===== config.mk =====
export PLATFORM = sky130hd
export DESIGN_NAME = apb_slave_node
export DESIGN_NICKNAME = d
export VERILOG_FILES = /design/src/rtl/apb_slave_node.sv
export SDC_FILE = /design/constraint.sdc
export NUM_CORES = 1
export LEC_CHECK = 0
export BUFFER_PORTS_ARGS = -buffer_cell sky130_fd_sc_hd__buf_2
export CAP_MARGIN = 20
export CORE_AREA = 2 2 221 223
export CTS_BUF_LIST = sky130_fd_sc_hd__clkbuf_8
export DETAILED_ROUTE_END_ITERATION = 8
export DIE_AREA = 0 0 223 225
export GPL_ROUTABILITY_DRIVEN = 0
export HOLD_SLACK_MARGIN = 0.08
export PLACE_DENSITY = 0.49
export SLEW_MARGIN = 10
export SYNTH_ARGS = -nofsm -noshare
export SYNTH_HDL_FRONTEND = slang
export SYNTH_SLANG_ARGS = --single-unit

===== constraint.sdc =====
create_clock -name ACLK -period 2.65 [get_ports ACLK]
set_input_delay 0.265 -clock ACLK [delete_from_list [all_inputs] [get_ports ACLK]]
set_output_delay 0.265 -clock ACLK [all_outputs]
set_load 0.02 [all_outputs]

===== src/rtl/apb_slave_node.sv =====
// -----------------------------------------------------------------------------
// apb_slave_node
//
// Purpose:
//   Sits downstream of the AXI-to-APB bridge. Takes its single-phase request
//   (psel+penable held until pready) and turns it into a two-phase APB3
//   SETUP/ACCESS transfer on one of NB_SLAVES peripheral ports. The target is
//   picked by an inclusive address-range decode. Completion goes back upstream
//   as a one-cycle pready with registered read data and error. Unmapped
//   addresses and slaves that never become ready are answered with pslverr.
//
// Ports:
//   ACLK, ARESETn            clock, asynchronous active-low reset
//   start_addr_i/end_addr_i  per-slave inclusive address window, slave i at [i*AW +: AW]
//   s_p*_i / s_p*_o          upstream request and one-cycle completion
//   m_psel_o .. m_pwstrb_o   downstream APB3 request; all of these are registered
//   m_prdata_i/m_pready_i/m_pslverr_i  per-slave responses
// -----------------------------------------------------------------------------
module apb_slave_node #(
    parameter int NB_SLAVES      = 4,
    parameter int APB_ADDR_WIDTH = 32,
    parameter int APB_DATA_WIDTH = 32,
    parameter int TIMEOUT_CYCLES = 255
) (
    input  logic                                ACLK,
    input  logic                                ARESETn,
    input  logic [NB_SLAVES*APB_ADDR_WIDTH-1:0] start_addr_i,
    input  logic [NB_SLAVES*APB_ADDR_WIDTH-1:0] end_addr_i,
    input  logic                                s_psel_i,
    input  logic                                s_penable_i,
    input  logic                                s_pwrite_i,
    input  logic [APB_ADDR_WIDTH-1:0]           s_paddr_i,
    input  logic [APB_DATA_WIDTH-1:0]           s_pwdata_i,
    input  logic [APB_DATA_WIDTH/8-1:0]         s_pwstrb_i,
    output logic [APB_DATA_WIDTH-1:0]           s_prdata_o,
    output logic                                s_pready_o,
    output logic                                s_pslverr_o,
    output logic [NB_SLAVES-1:0]                m_psel_o,
    output logic                                m_penable_o,
    output logic                                m_pwrite_o,
    output logic [APB_ADDR_WIDTH-1:0]           m_paddr_o,
    output logic [APB_DATA_WIDTH-1:0]           m_pwdata_o,
    output logic [APB_DATA_WIDTH/8-1:0]         m_pwstrb_o,
    input  logic [NB_SLAVES*APB_DATA_WIDTH-1:0] m_prdata_i,
    input  logic [NB_SLAVES-1:0]                m_pready_i,
    input  logic [NB_SLAVES-1:0]                m_pslverr_i
);

    localparam int AW    = APB_ADDR_WIDTH;
    localparam int DW    = APB_DATA_WIDTH;
    localparam int SW    = APB_DATA_WIDTH / 8;
    localparam int IDX_W = (NB_SLAVES > 1) ? $clog2(NB_SLAVES) : 1;
    // Keep the counter at least one bit wide so that TIMEOUT_CYCLES = 0 still elaborates.
    localparam int CNT_W = (TIMEOUT_CYCLES > 0) ? $clog2(TIMEOUT_CYCLES + 1) : 1;
    localparam logic [CNT_W-1:0] CNT_LAST =
        (TIMEOUT_CYCLES > 0) ? CNT_W'(TIMEOUT_CYCLES - 1) : '0;

    typedef enum logic [1:0] {IDLE, SETUP, ACCESS, RESP} state_t;

    state_t              state_q;
    logic [IDX_W-1:0]    idx_q;
    logic [CNT_W-1:0]    cnt_q;
    logic [NB_SLAVES-1:0] m_psel_q;
    logic                m_penable_q;
    logic                m_pwrite_q;
    logic [AW-1:0]       m_paddr_q;
    logic [DW-1:0]       m_pwdata_q;
    logic [SW-1:0]       m_pwstrb_q;
    logic [DW-1:0]       s_prdata_q;
    logic                s_pready_q;
    logic                s_pslverr_q;

    logic                hit_d;
    logic [IDX_W-1:0]    idx_d;
    logic [NB_SLAVES-1:0] sel_d;

    // Address decode. The loop runs from the top index down so that the lowest
    // hitting index is the last one written and therefore wins on overlap.
    always_comb begin
        hit_d = 1'b0;
        idx_d = '0;
        sel_d = '0;
        for (int i = NB_SLAVES - 1; i >= 0; i--) begin
            if ((s_paddr_i >= start_addr_i[i*AW +: AW]) &&
                (s_paddr_i <= end_addr_i[i*AW +: AW])) begin
                hit_d    = 1'b1;
                idx_d    = IDX_W'(i);
                sel_d    = '0;
                sel_d[i] = 1'b1;
            end
        end
    end

    // Only the slave latched at acceptance is listened to.
    logic          sel_ready;
    logic          sel_err;
    logic [DW-1:0] sel_rdata;

    assign sel_ready = m_pready_i[idx_q];
    assign sel_err   = m_pslverr_i[idx_q];
    assign sel_rdata = m_prdata_i[idx_q*DW +: DW];

    always_ff @(posedge ACLK or negedge ARESETn) begin
        if (!ARESETn) begin
            state_q     <= IDLE;
            idx_q       <= '0;
            cnt_q       <= '0;
            m_psel_q    <= '0;
            m_penable_q <= 1'b0;
            m_pwrite_q  <= 1'b0;
            m_paddr_q   <= '0;
            m_pwdata_q  <= '0;
            m_pwstrb_q  <= '0;
            s_prdata_q  <= '0;
            s_pready_q  <= 1'b0;
            s_pslverr_q <= 1'b0;
        end else begin
            case (state_q)
                IDLE: begin
                    if (s_psel_i && s_penable_i) begin
                        m_pwrite_q <= s_pwrite_i;
                        m_paddr_q  <= s_paddr_i;
                        m_pwdata_q <= s_pwdata_i;
                        m_pwstrb_q <= s_pwstrb_i;
                        idx_q      <= idx_d;
                        if (hit_d) begin
                            m_psel_q <= sel_d;
                            state_q  <= SETUP;
                        end else begin
                            // Unmapped: answer straight away without touching any slave.
                            s_pready_q  <= 1'b1;
                            s_pslverr_q <= 1'b1;
                            s_prdata_q  <= '0;
                            state_q     <= RESP;
                        end
                    end
                end
                SETUP: begin
                    m_penable_q <= 1'b1;
                    cnt_q       <= '0;
                    state_q     <= ACCESS;
                end
                ACCESS: begin
                    // A ready slave wins over an expiring timeout in the same cycle.
                    if (sel_ready) begin
                        s_prdata_q  <= m_pwrite_q ? '0 : sel_rdata;
                        s_pslverr_q <= sel_err;
                        s_pready_q  <= 1'b1;
                        m_psel_q    <= '0;
                        m_penable_q <= 1'b0;
                        state_q     <= RESP;
                    end else if ((TIMEOUT_CYCLES != 0) && (cnt_q == CNT_LAST)) begin
                        s_prdata_q  <= '0;
                        s_pslverr_q <= 1'b1;
                        s_pready_q  <= 1'b1;
                        m_psel_q    <= '0;
                        m_penable_q <= 1'b0;
                        state_q     <= RESP;
                    end else begin
                        cnt_q <= cnt_q + 1'b1;
                    end
                end
                RESP: begin
                    s_pready_q  <= 1'b0;
                    s_pslverr_q <= 1'b0;
                    s_prdata_q  <= '0;
                    state_q     <= IDLE;
                end
                default: state_q <= IDLE;
            endcase
        end
    end

    assign m_psel_o    = m_psel_q;
    assign m_penable_o = m_penable_q;
    assign m_pwrite_o  = m_pwrite_q;
    assign m_paddr_o   = m_paddr_q;
    assign m_pwdata_o  = m_pwdata_q;
    assign m_pwstrb_o  = m_pwstrb_q;
    assign s_prdata_o  = s_prdata_q;
    assign s_pready_o  = s_pready_q;
    assign s_pslverr_o = s_pslverr_q;

endmodule


### Yosys cells after proc, flatten, opt, wreduce, memory -nomap -nowiden

Cells that the tools add are included.

* word-level logic and storage cells: 93
* output and inout port bits: 108
* bits of input ports: 465
* register bits after elaboration: 120

* shift operators: 1
* reduce and logical (&&, ||, !) cells: 15
* $add $sub $neg: 1
* $lt $le $gt $ge: 9
* equal/unequal tests: 10
* mux-type cells: 45

Operators by type and width (number)
* two-way mux 32 bit: 5
* greater-or-equal comparator 32 bit: 4
* less-or-equal comparator 32 bit: 4
* variable part select 128 x 8 -> 32 bit: 1
* one-hot mux 32 bit (3 select lines): 1
* two-way mux 4 bit: 8
* two-way mux 2 bit: 8
* two-way mux 8 bit: 2
* one-hot mux 8 bit (2 select lines): 1
* two-way mux 1 bit: 13
* inequality test 2 bit (second input constant): 5
* adder 8 x 1 -> 8 bit (second input constant): 1
* == test 8 bit (second input constant): 1
* one-hot mux 2 bit (4 select lines): 1
* one-hot mux 4 bit (2 select lines): 1
* AND reduction 4 bit: 2
* one-hot mux 1 bit (3 select lines): 2
* AND reduction 2 bit: 3
* logical AND 1 bit: 5
* binary-select mux 1 bit (select 2 bit): 2
* == test 2 bit (second input constant): 2
* nonzero test 2 bit: 2
* less-than comparator 2 x 3 -> 1 bit (second input constant): 1
* inequality test 3 bit (second input constant): 1
* other kinds (5): 5

### Depth between registers and ports, before layout

Gate-level depths: netlist (run 1).

* word-level depth: 9
* gate-level depth with buffers: 11
* depth with buffers taken out: 10

### Worst setup path after synthesis (run 1)

No wires, ideal clock.

* kind: in2reg
* start point: in s_paddr_i[0]
* end point: reg s_prdata_q[23] (netlist: s_prdata_o[23])
* library setup time: 0.080 ns
* arrival: 2.571 ns
* required time: 2.570 ns
* buffers on the path: 1
* stages: 11
* setup slack: -0.001 ns
* path through: inv_1 > ha_1 > nand2b_1 > a2111oi_0 > o211ai_1 > a21oi_1 > o21ai_0 > a22o_4 > buf_6 > or4_1 > o211ai_2

* word-level cells in the longest chain between the ends: 8
* elaborated cells on any way between the ends: 18
* those cells by class: 8 x order compare; 1 x eq/ne; 4 x mux; 5 x reduce/logical

RTL lines
* start: declaration: RTL line 32 `input logic [APB_ADDR_WIDTH-1:0] s_paddr_i,`
* greater-or-equal comparator 32 bit / less-or-equal comparator 32 bit (equally long branches): RTL line 84, 85
* logical AND 1 bit: RTL line 84 `if ((s_paddr_i >= start_addr_i[i*AW +: AW]) &&`
* two-way mux 1 bit (3 in series): RTL line 84
* two-way mux 1 bit *: RTL line 84
* inequality test 2 bit (no source line) *
* AND reduction 4 bit (no source line) *
* end signal: assignment: RTL line 146 `s_prdata_q <= m_pwrite_q ? '0 : sel_rdata;`
* end: declaration: RTL line 69 `logic [DW-1:0] s_prdata_q;`

Mark *: on every way between the ends. The rest lies on a longest branch, timed or not.
A chain may end at the register's enable or synchronous reset.

### Worst setup path in the final report (run 1)

* start point: in s_paddr_i[6]
* end point: reg s_prdata_q[8] (netlist: s_prdata_o[8])

Same word-level chain as after synthesis.

==> results of run 1 <==
-- routing by layer --
metal	track usage, %	vias up	part of all wire (%)
met5	0	-	0.024
met2	35.6	411	48
met4	7.49	2	3.1
met1	26.3	6739	44
met3	3.27	68	4.6
li1	-	6887	-
-- final timing paths --
path	start	end	slack (ns)
min in group asynchronous	ARESETn	s_prdata_o[27]	0.26
max in group asynchronous	ARESETn	cnt_q[7]	1.69
worst max register to register	state_q[0]	m_psel_o[3]	0.27
worst max-delay path	s_paddr_i[6]	s_prdata_o[8]	0.01
worst min-delay path	s_paddr_i[19]	m_paddr_o[19]	0.20
worst min register to register	m_paddr_o[0]	m_paddr_o[0]	0.49
-- through the flow --
| stage | area, sq um | power [uW] |
|---|---|---|
| floorplan | 13100 | 7710 |
| global placement | 18000 | 10500 |
| detailed placement | 18000 | 10700 |
| CTS | 18800 | 12600 |
| global route | 19300 | 13500 |
| finish | 19300 | 12600 |
-- worst reg2reg max path, delay by kind of cell, from the launching register on --
family	cells	cell delay, ns
compound gates	2	0.31
fa+ha+maj	1	0.22
flops	1	0.42
simple gates	2	0.27
buf+inv	4	1.05
-- power breakdown --
part           internal, uW  total, uW  switching (uW)
clock network           781       1750             967
registers              2700       3310             607
logic                  3190       7530            4340
total                  6670      12600            5920
-- cell families after synthesis --
logic type / synth area share, %
fa+ha+maj: 25.1
mux: 11.7
simple gates: 13.1
xor+xnor: 0.267
flops: 22.9
buf+inv: 9.39
compound gates: 17.6
-- registers in the layout, summed over array words and instances (netlist names) --
register	flops
m_paddr_o	32
s_pslverr_o	1
s_pready_o	1
s_prdata_o	32
state_q	2
m_pwrite_o	1
m_psel_o	4
idx_q	2
m_pwdata_o	32
m_pwstrb_o	4
cnt_q	8
m_penable_o	1
-- placed cells by master, fill, tap and decap left out, drive strengths merged, types with 6 or more instances in the layout --
| cell | count |
|---|---|
| or4 | 38 |
| mux4 | 34 |
| nor3 | 7 |
| a21o | 19 |
| o21ai | 74 |
| nor2 | 27 |
| buf | 737 |
| clkbuf | 23 |
| a221oi | 9 |
| a21oi | 94 |
| o211ai | 39 |
| mux2 | 68 |
| and4 | 9 |
| dlygate4sd3 | 38 |
| nand3 | 28 |
| a31oi | 39 |
| nand2 | 160 |
| dfrtp | 120 |
| ha | 263 |
| nor2b | 9 |
| a211oi | 6 |
| o31ai | 6 |
| inv | 278 |
| o21a | 7 |
| nand4 | 45 |
-- final cells by class --
class,instances,share of cell area [%]
sequential,120,15.6
clock buffer,17,1.22
antenna,4,0.0520
tap,615,4.00
inverter,268,5.24
timing repair buffer,781,25.0
multi-input combinational,1049,48.1
clock inverter,15,0.812
-- what timing repair did --
item | CTS | global route
setup buffers | 0 | 8
pin swaps | 0 | 15
endpoints found under the hold margin | 109 | 0
setup endpoints to repair | 40 | 40
resized for setup | 6 | 62
hold buffers | 38 | 0
cloned | 0 | 3
==> summary.md, run 1 <==
The flow ran to the end, and the final reports show no timing, DRC or antenna violations. Traced cell by cell, the critical path runs through buf_2 -> buf_4 -> ha_1 -> nand4_1 -> a2111o_1 -> a311oi_2 -> o21bai_4 -> o2bb2ai_4 -> clkbuf_16 -> or4_1 -> o211ai_2. The library cell occupying the most area in the post-synthesis netlist is sky130_fd_sc_hd__ha_1.

The type of the worst setup path was input port to register. For this run, the share of the core covered by cells in the final layout is 40.5%. In the final timing run, aggregate negative setup slack is 0 ns. The most used flip-flop cell after synthesis is sky130_fd_sc_hd__dfrtp_1.

Counting every net in the synthesized netlist gives 2217. Clock tree synthesis inserted a total of 17 buffers. Counting I/O delays and the setup requirement, the final critical path takes 2.64 ns. The share of cells above drive strength 1 was 42.7%.

Counting every sink on the clock net gives 120. The overall routing resource usage came out at 20.7%. From synthesis to final layout, the design area changed by 46.7%. The worst hold path was traced through 2 stages. The synthesized design contains 120 register bits. For the clock insertion delay at the later pin of the skew report, the log shows 0.48 ns. Prior to clock tree synthesis, the placed netlist has a worst setup slack of -0.704 ns.

Clock tree synthesis selected as its root buffer the cell sky130_fd_sc_hd__clkbuf_8. Headroom to the max-slew limit came out at 49.7%. The tools report the number of max-slew violations in the final report as 0. Yosys attributes the largest share of cell area to sky130_fd_sc_hd__ha_1 25%, sky130_fd_sc_hd__dfrtp_1 23%, sky130_fd_sc_hd__inv_1 7.7%. The net count of the finished layout is 2965. In this run the number of cells on the critical path is 11. Yosys warning count: 0.

Counting along the longest clock path gives a buffer depth of 2. The path class of the tightest hold or removal check is input port to register. STA classifies the critical path startpoint as an input port. The area of the multi-input gates came out at 9260 sq um.

Wires add up to 53800 um. The core footprint is 47500 sq um. Setup repair after global routing could not meet its margin everywhere. By count the netlist is led by 268 x sky130_fd_sc_hd__inv_1, 263 x sky130_fd_sc_hd__ha_1, 160 x sky130_fd_sc_hd__nand2_1, 120 x sky130_fd_sc_hd__dfrtp_1, 93 x sky130_fd_sc_hd__a21oi_1. The cell area that synthesis handed to floorplanning was 13100 sq um. The floorplan die width works out to 223 um. The data required time at the worst endpoint was 3.05 ns; the full die area was 50200 sq um.

Cell family contributing the most delay on the critical path: compound AO/OA/AOI/OAI gates. The worst-case IR drop observed on VDD is 552 uV. Registers take 3000 sq um. The synthesized netlist contains 72 unique library cells.

In the synthesized netlist the async set-or-reset flop fraction comes to 100%. The number of nets with antenna violations after routing was 0; the final hold violation count was 0. Dividing total power by cell area gives a power density of 654 nW/um^2. The top achievable clock speed came out at 379 MHz. Total overflow reported by the global router: 0. Standard-cell row count: 80. The detailed router's first-iteration violation count was 645; the sequential area share after synthesis was 22.9%. The smallest hold slack was 0.203 ns. The logs give 0 for the total of max-cap violations and 3.04 ns for the data arrival time at the worst-slack endpoint.

For the final-layout fill cell count, the log shows 4805. Setup slack closes at 0.0103 ns. The initial core utilization was 27.6%.

Counting both buffers and inverters, the worst setup path holds a total of 3. STA classifies the critical path endpoint as a register. A synthesized cell averages 8.81 sq um. Dividing the detail-routed wire length by the instance count gives 18.8 um.

In this run the worst path has a maximum fanout of 17. The slowest stage of the critical path belongs to the cell sky130_fd_sc_hd__or4_1. The synthesized instance count came out at 1489.

The count of placed standard cells in the final layout, fillers left out was 2869. The logs give 0.0104 uW for the reported leakage power and 0 for the final count of negative-setup-slack endpoints. The post-route DRC violation count came out at 0. The area fraction of the dominant cell type after synthesis works out to 25.1%. Leading cell type by number of instances after synthesis: sky130_fd_sc_hd__inv_1. TritonCTS built the clock tree.

The clock tree synthesis step divided the H-tree into 4 levels. The number of cells on the worst reg-to-reg path is 9. The count of TritonRoute iterations in the first routing pass is 5, and the detail-routed via count per cell is 4.92.

The logs give 14400 for the via count of the first global-routing pass and 75 for the pin count of the biggest net entering global routing. The worst path uses 99.6% of the clock period. The tools report the number of vias in the routed layout as 14100.

For the number of top-level pins, the log shows 573. After detailed placement, the design holds a cell count of 2785. Clock-pin slew was measured on the worst setup and hold paths at 0.09 ns. The HPWL after detailed placement is 44500 um.

The longest individual stage delay on the worst path came out at 0.54 ns. The die is 225 um tall. For the final database, setup skew stands at 0.0173 ns. The slew at the pin closest to its max-slew limit works out to 0.754 ns. The number of synthesized flops with an enable pin was 0. Buffers placed on the I/O ports in this run total 572. The first global-routing pass estimated 80800 um of wire. The initial antenna violation count is 6.
Note: power is estimated with default switching activity, not from simulation.
==> inputs of run 2 (changes only) <==
--- a/config.mk
+++ b/config.mk
@@ -6,7 +6,7 @@
 export NUM_CORES = 1
 export LEC_CHECK = 0
 export BUFFER_PORTS_ARGS = -buffer_cell sky130_fd_sc_hd__buf_2
-export CAP_MARGIN = 20
+export CAP_MARGIN = 30
 export CORE_AREA = 2 2 221 223
 export CTS_BUF_LIST = sky130_fd_sc_hd__clkbuf_8
 export DETAILED_ROUTE_END_ITERATION = 8
==> constraint.sdc (replaced) <==
create_clock -name ACLK -period 2.65 [get_ports ACLK]
set_input_delay 0.53 -clock ACLK [delete_from_list [all_inputs] [get_ports ACLK]]
set_output_delay 0.53 -clock ACLK [all_outputs]
set_load 0.02 [all_outputs]
==> summary.md, run 2 (synthesized netlist as in run 1, its figures left out) <==
Counting tap cells, the placed design contains a total of 2791 instances. The logs give -0.163 ns for the post-route worst setup slack and 14300 for the number of vias in the routed layout. The number of buffers and inverters on the critical path is 3. The post-CTS clock slew at the launch and capture registers of the worst setup and hold paths is 0.10 ns, and the aggregate routed wire length is 56800 um. Clock net sink count: 120. The via count of the first global-routing pass is 14800. The run finished, with violations left. The signal on the critical path passes through buf_4 -> ha_4 -> nand4_1 -> or4_4 -> nor2_4 -> or4_4 -> o311a_4 -> o2bb2ai_4 -> clkbuf_16 -> nor2_4 -> buf_12 -> o211ai_1. In the finished design, the share of the clock period the worst path needs comes to 106%.

Measured along the x axis, the die boundary spans 223 um. The worst setup path is captured at a register. Type of the worst setup path: input port to register.

Measured against its own limit, the worst slew margin works out to 56.5%. The areal power density over the cells was 632 nW/um^2; the count of TritonRoute iterations in the first routing pass was 5. The later pin in the worst-skew pair is clocked with a latency of 0.48 ns. The number of top-level pins was 573; the path depth of the worst reg2reg path was 7.

Clock skew on the completed layout was measured at 0.0172 ns. The run gives 4625 as the final-layout fill cell count. The worst IR drop on VDD was 570 uV. At the worst endpoint, the required time is 3.05 ns. The library cell used as clock root buffer was sky130_fd_sc_hd__clkbuf_8. The run gives 585 as the detailed router's first-iteration violation count. For the worst setup path, the data arrival time is 3.21 ns. In the layout the commonest cells are 540 x sky130_fd_sc_hd__buf_2, 260 x sky130_fd_sc_hd__inv_1, 182 x sky130_fd_sc_hd__ha_1. The longest individual stage delay on the worst path is 0.61 ns. For this configuration, the core starts out at a cell density of 27.6%. The number of max-slew violations in the final report is 0, and the number of buffers between clock root and the deepest sink is 2.

After layout, the minimum clock period comes to 2.81 ns. The final hold violation count was 0. The tools report the number of nets with antenna violations after routing as 0. For this run, the post-layout net count is 2955.

After global routing the overflow that remains totals 0. Once detailed placement completed, the half-perimeter wirelength came to 44800 um. The startpoint identified for the worst register-to-register timing path is idx_q[0]. The checks that failed: setup timing. The tool flagged a number of max-cap violations equal to 0. Setup repair after global routing could not meet its margin everywhere. The critical path runs through a total of 12 cells. Global routing used 21.5% of the available tracks across all layers. At the pin with the least slew margin, the transition time is 0.653 ns. The slowest stage of the critical path belongs to the cell sky130_fd_sc_hd__or4_4. Average wire per cell in the routed design: 19.8 um.

The largest fanout on the critical path was 17. For the first-pass GRT wire length, the log shows 83000 um. After detailed routing, the number of remaining DRC violations is 0. The library cell used most frequently in the layout, excluding fill and tap cells, is sky130_fd_sc_hd__buf_2.

The path with the worst hold slack has its endpoint at m_pwdata_o[0]. The total area inside the core boundary comes to 47500 sq um. Pin count of the biggest net entering global routing: 66.

Worst flop-to-flop path endpoint: m_psel_o[1]. The count of placed standard cells in the final layout, fillers left out came out at 2861. The detail-routed via count per cell came out at 4.98. The top achievable clock speed was 355 MHz; the final count of negative-setup-slack endpoints was 34. The standard-cell row count is 80, and the reported leakage power is 0.0106 uW. Buffers placed on the I/O ports in this run total 572.

The die covers 50200 sq um. Measured along the y axis, the die boundary spans 225 um. The path class of the tightest hold or removal check is input port to register.

The worst hold path passes through 2 cells. The worst setup path is launched from an input port. The tools report the initial antenna violation count as 14. The cell family contributing the most delay on the critical path is simple AND/OR/NAND/NOR gates.

The H-tree generated during clock tree synthesis spans 4 levels. The startpoint identified for the worst hold timing path is s_pwdata_i[0]. The total CTS buffers is 17, and the smallest hold slack is 0.274 ns. In the final layout, the share of cells above drive strength 1 is 50.4%. Across all register-to-register paths, the minimum setup slack is 0.27 ns. TritonCTS built the clock tree. In the final timing run, aggregate negative setup slack is -4.42 ns. From synthesis to final layout, the design area changed by 57.8%.
[run 2: what timing repair did]
| item | in CTS | in global routing |
|---|---|---|
| gates cloned | 7 | 4 |
| hold endpoints to repair | 62 | 0 |
| setup buffers | 11 | 12 |
| pin swaps | 25 | 81 |
| endpoints found under the setup margin | 41 | 40 |
| hold buffers | 1 | 0 |
| gates resized for setup | 150 | 156 |
[run 2: final cells by class]
class	instances	area (sq um)	share of cell area, %
flip-flops and latches	120	3000	14.5
diodes	6	15.0	0.0725
inverters	268	1010	4.88
well taps	615	769	3.72
clock inverters	15	154	0.743
repair buffers	764	4850	23.4
multi-input cells	1056	10700	51.5
clock buffers	17	234	1.13
[run 2: per-layer routing]
layer / GRT usage [%] / share of wire (%) / vias to the layer above / wire length (um)
met2: 36.8 / 49 / 432 / 27800
met1: 26.8 / 43 / 6814 / 24200
met4: 7.45 / 2.8 / 14 / 1620
met5: 0 / 0.17 / - / 96
met3: 4.50 / 5.4 / 102 / 3050
li1: - / - / 6897 / -
[run 2: power by group]
part / switching (uW) / leakage (uW) / internal, uW
combinational: 4590 / 0.00890 / 3440
clock: 967 / 0.000190 / 779
sequential: 599 / 0.00151 / 2700
[run 2: worst max-delay path by stage]
| stage | startpoint | to | slack [ns] |
|---|---|---|---|
| 2_1_floorplan | s_paddr_i[0] | s_prdata_o[21] | -0.19 |
| 3_3_place_gp | s_paddr_i[0] | s_prdata_o[31] | -0.90 |
| 5_1_grt | s_paddr_i[7] | s_prdata_o[2] | -0.18 |
| 6_report | s_paddr_i[7] | s_prdata_o[0] | -0.16 |
| 4_1_cts | s_paddr_i[24] | s_prdata_o[24] | -0.13 |
| 3_5_place_dp | s_paddr_i[15] | s_prdata_o[0] | -0.92 |
[run 2: through the flow]
stage               area (sq um)  utilization [%]  total power, uW  setup slack (ns)
global placement           18100             38.1            10500            -0.903
CTS                        19600             41.1            12900            -0.127
floorplan                  13200                -             7750            -0.188
global route               20700             43.5            14000            -0.183
finish                     20700             43.6            13100            -0.163
detailed placement         18100             38.1            10700            -0.916
==> inputs of run 3 (changes only) <==
--- a/config.mk
+++ b/config.mk
@@ -13,7 +13,6 @@
 export DIE_AREA = 0 0 223 225
 export GPL_ROUTABILITY_DRIVEN = 0
 export HOLD_SLACK_MARGIN = 0.08
-export PLACE_DENSITY = 0.49
 export SLEW_MARGIN = 10
 export SYNTH_ARGS = -nofsm -noshare
 export SYNTH_HDL_FRONTEND = slang
==> summary.md, run 3 (synthesized netlist as in run 1, its figures left out) <==
The number of H-tree branching levels was 4. The slowest cell on the critical path was sky130_fd_sc_hd__or4_4. The tree is rooted in a sky130_fd_sc_hd__clkbuf_8. Reg2reg setup slack: 0.29 ns. The class of the most critical hold timing path is input port to register.

Across all layers, the routed design uses 14500 vias. The slew at the pin closest to its max-slew limit is 0.602 ns. For the post-route worst setup slack, the log shows -0.250 ns. Before antenna repair, the detailed router went through 5 iterations.

The region available for standard cell placement spans 47500 sq um. Full die area: 50200 sq um. The die is 223 um wide.

In the routed layout, each cell is associated on average with a via count of 5.07. For this run, the slowest stage of the critical path takes 0.47 ns. The tools report the category of the worst setup path capture point as a register. The initial antenna violation count was 2; the final-layout fill cell count was 4692. Cell family contributing the most delay on the critical path: simple AND/OR/NAND/NOR gates.

The via count of the first global-routing pass is 14900. The average wire per cell in the routed design is 19.4 um, and the total buffers and inverters traversed by the critical path is 3. Clock tree synthesis inserted a total of 17 buffers. In the layout the commonest cells are 559 x sky130_fd_sc_hd__buf_2, 265 x sky130_fd_sc_hd__inv_1, 241 x sky130_fd_sc_hd__ha_1.

The remaining max-slew budget at the tightest pin is 59.9%. The post-route netlist has 46.9% of its cells at a drive strength greater than 1. The tools report the number of nets with antenna violations after routing as 0. The post-route DRC violation count came out at 0.

The area added between synthesis and finish works out to 51.1%. The analysis attributes to cell leakage a power of 0.0106 uW. The run gives 3000 sq um as the sequential cell area. For the worst setup path, the data required time is 3.03 ns.

The logs give 120 for the clock net sink count and 699 uV for the worst IR drop on VDD. Setup total negative slack on the finished layout was measured at -7.49 ns. For this configuration, the core starts out at a cell density of 27.6%. The number of max-slew violations in the final report is 0. In the global route stage, overall resource usage came out at 21.1%. In this run the core area contains 80 standard-cell rows. The total of max-cap violations was 0; the number of buffers between clock root and the deepest sink was 2. Dividing the final minimum period by the clock period gives 109%. Walking the worst path, the cells encountered are buf_2 -> buf_6 -> ha_4 -> nand4_2 -> or4_4 -> a21o_1 -> nand4_1 -> o211ai_4 -> a22o_4 -> buf_4 -> or4_4 -> o211ai_2. The final reports fail on setup timing.

Data on the critical path arrives at its endpoint at 3.28 ns. Leaving out fill and tap cells, the most frequent cell in the layout is sky130_fd_sc_hd__buf_2. The run gives 39 as the final count of negative-setup-slack endpoints. Static timing analysis puts the maximum clock frequency at 345 MHz. The logs give 774 for the detailed router's first-iteration violation count and 0.0147 ns for the final worst clock skew. First-pass GRT wire length: 81800 um. Among the stages of the critical path, the cell type that occurs most often is sky130_fd_sc_hd__or4_4.

In the final layout, the multi-input gates occupy 9770 sq um. Entering global routing, the biggest net connects 66 pins. Die outline height: 225 um. Clock insertion delay at the later pin of the skew report: 0.47 ns. The net count of the finished layout is 2961. The tools report the number of top-level pins as 573.

Setup repair after global routing could not meet its margin everywhere. The final hold violation count is 0, and the areal power density over the cells is 667 nW/um^2. For this run the aggregate overflow at the end of global routing stands at 0.

The worst setup path is launched from an input port. The run finished, with violations left. TritonCTS built the clock tree. Once detailed placement completed, the half-perimeter wirelength came to 44400 um.

The completed layout was analyzed and its total power is 13200 uW. Subtracting the final worst setup slack from the clock period gives 2.90 ns. In this run the tool buffered the top-level ports with 572 buffer cells. The post-CTS clock slew at the launch and capture registers of the worst setup and hold paths works out to 0.09 ns. The aggregate routed wire length came out at 55600 um. Along the worst path, the maximum fanout reaches 7.

The type of the worst setup path was input port to register.
[run 3: final timing paths]
check | depth (start not counted) | to | startpoint
worst max-delay path | 12 | s_prdata_o[24] | s_paddr_i[13]
worst min-delay path | 2 | m_pwdata_o[9] | s_pwdata_i[9]
worst max register to register | 8 | m_psel_o[1] | idx_q[0]
worst min register to register | 2 | m_paddr_o[0] | m_paddr_o[0]
max in group asynchronous | 3 | m_pwdata_o[28] | ARESETn
min in group asynchronous | 2 | m_pwdata_o[1] | ARESETn
[run 3: routing by layer]
metal | routed length, um | part of all wire [%] | GRT usage, %
met1 | 23300 | 42 | 26.2
met2 | 27500 | 49 | 36.8
met3 | 3270 | 5.9 | 3.72
met4 | 1560 | 2.8 | 7.10
met5 | 0 | 0 | 0
[run 3: worst reg2reg max path, cell delays in order (launching register included)]
cell and delay, ns:
sky130_fd_sc_hd__dfrtp_2 0.44, sky130_fd_sc_hd__mux4_2 0.38, sky130_fd_sc_hd__o21ba_2 0.18, sky130_fd_sc_hd__and2_1 0.20, sky130_fd_sc_hd__nor2_1 0.31, sky130_fd_sc_hd__buf_4 0.20
sky130_fd_sc_hd__o21ai_0 0.15, sky130_fd_sc_hd__a31oi_4 0.27, sky130_fd_sc_hd__o22ai_2 0.12
[run 3: final cells by class]
cell class	instances	share of cell area [%]
sequential	120	15.1
clock inverter	15	1.09
inverter	268	5.09
multi-input combinational	1054	49.3
tap	615	3.88
antenna	2	0.0252
clock buffer	17	1.18
timing repair buffer	772	24.3
[run 3: repair_timing]
action | in CTS | in global routing
gates resized for setup | 107 | 52
cloned | 5 | 3
buffers inserted | 17 | 10
pin swaps | 40 | 23
endpoints found under the setup margin | 41 | 41
hold buffers | 1 | 0
endpoints found under the hold margin | 22 | 0
[run 3: power by group]
part | switching [uW] | leakage [uW] | internal (uW)
combinational | 4560 | 0.00887 | 3370
sequential | 630 | 0.00151 | 2710
clock | 917 | 0.000226 | 1050
total | 6110 | 0.0106 | 7120
[run 3: per-stage QoR]
stage / worst slack (ns) / area [sq um] / hold WS [ns] / util, % / instances
floorplan: -0.188 / 13200 / 0.234 / - / 1489
global placement: -1.19 / 18200 / 0.415 / 38.3 / 2794
detailed placement: -1.29 / 18200 / 0.414 / 38.3 / 2794
CTS: -0.146 / 19400 / 0.223 / 40.8 / 2848
global route: -0.283 / 19800 / 0.239 / 41.7 / 2862
finish: -0.250 / 19800 / 0.285 / 41.7 / 2863
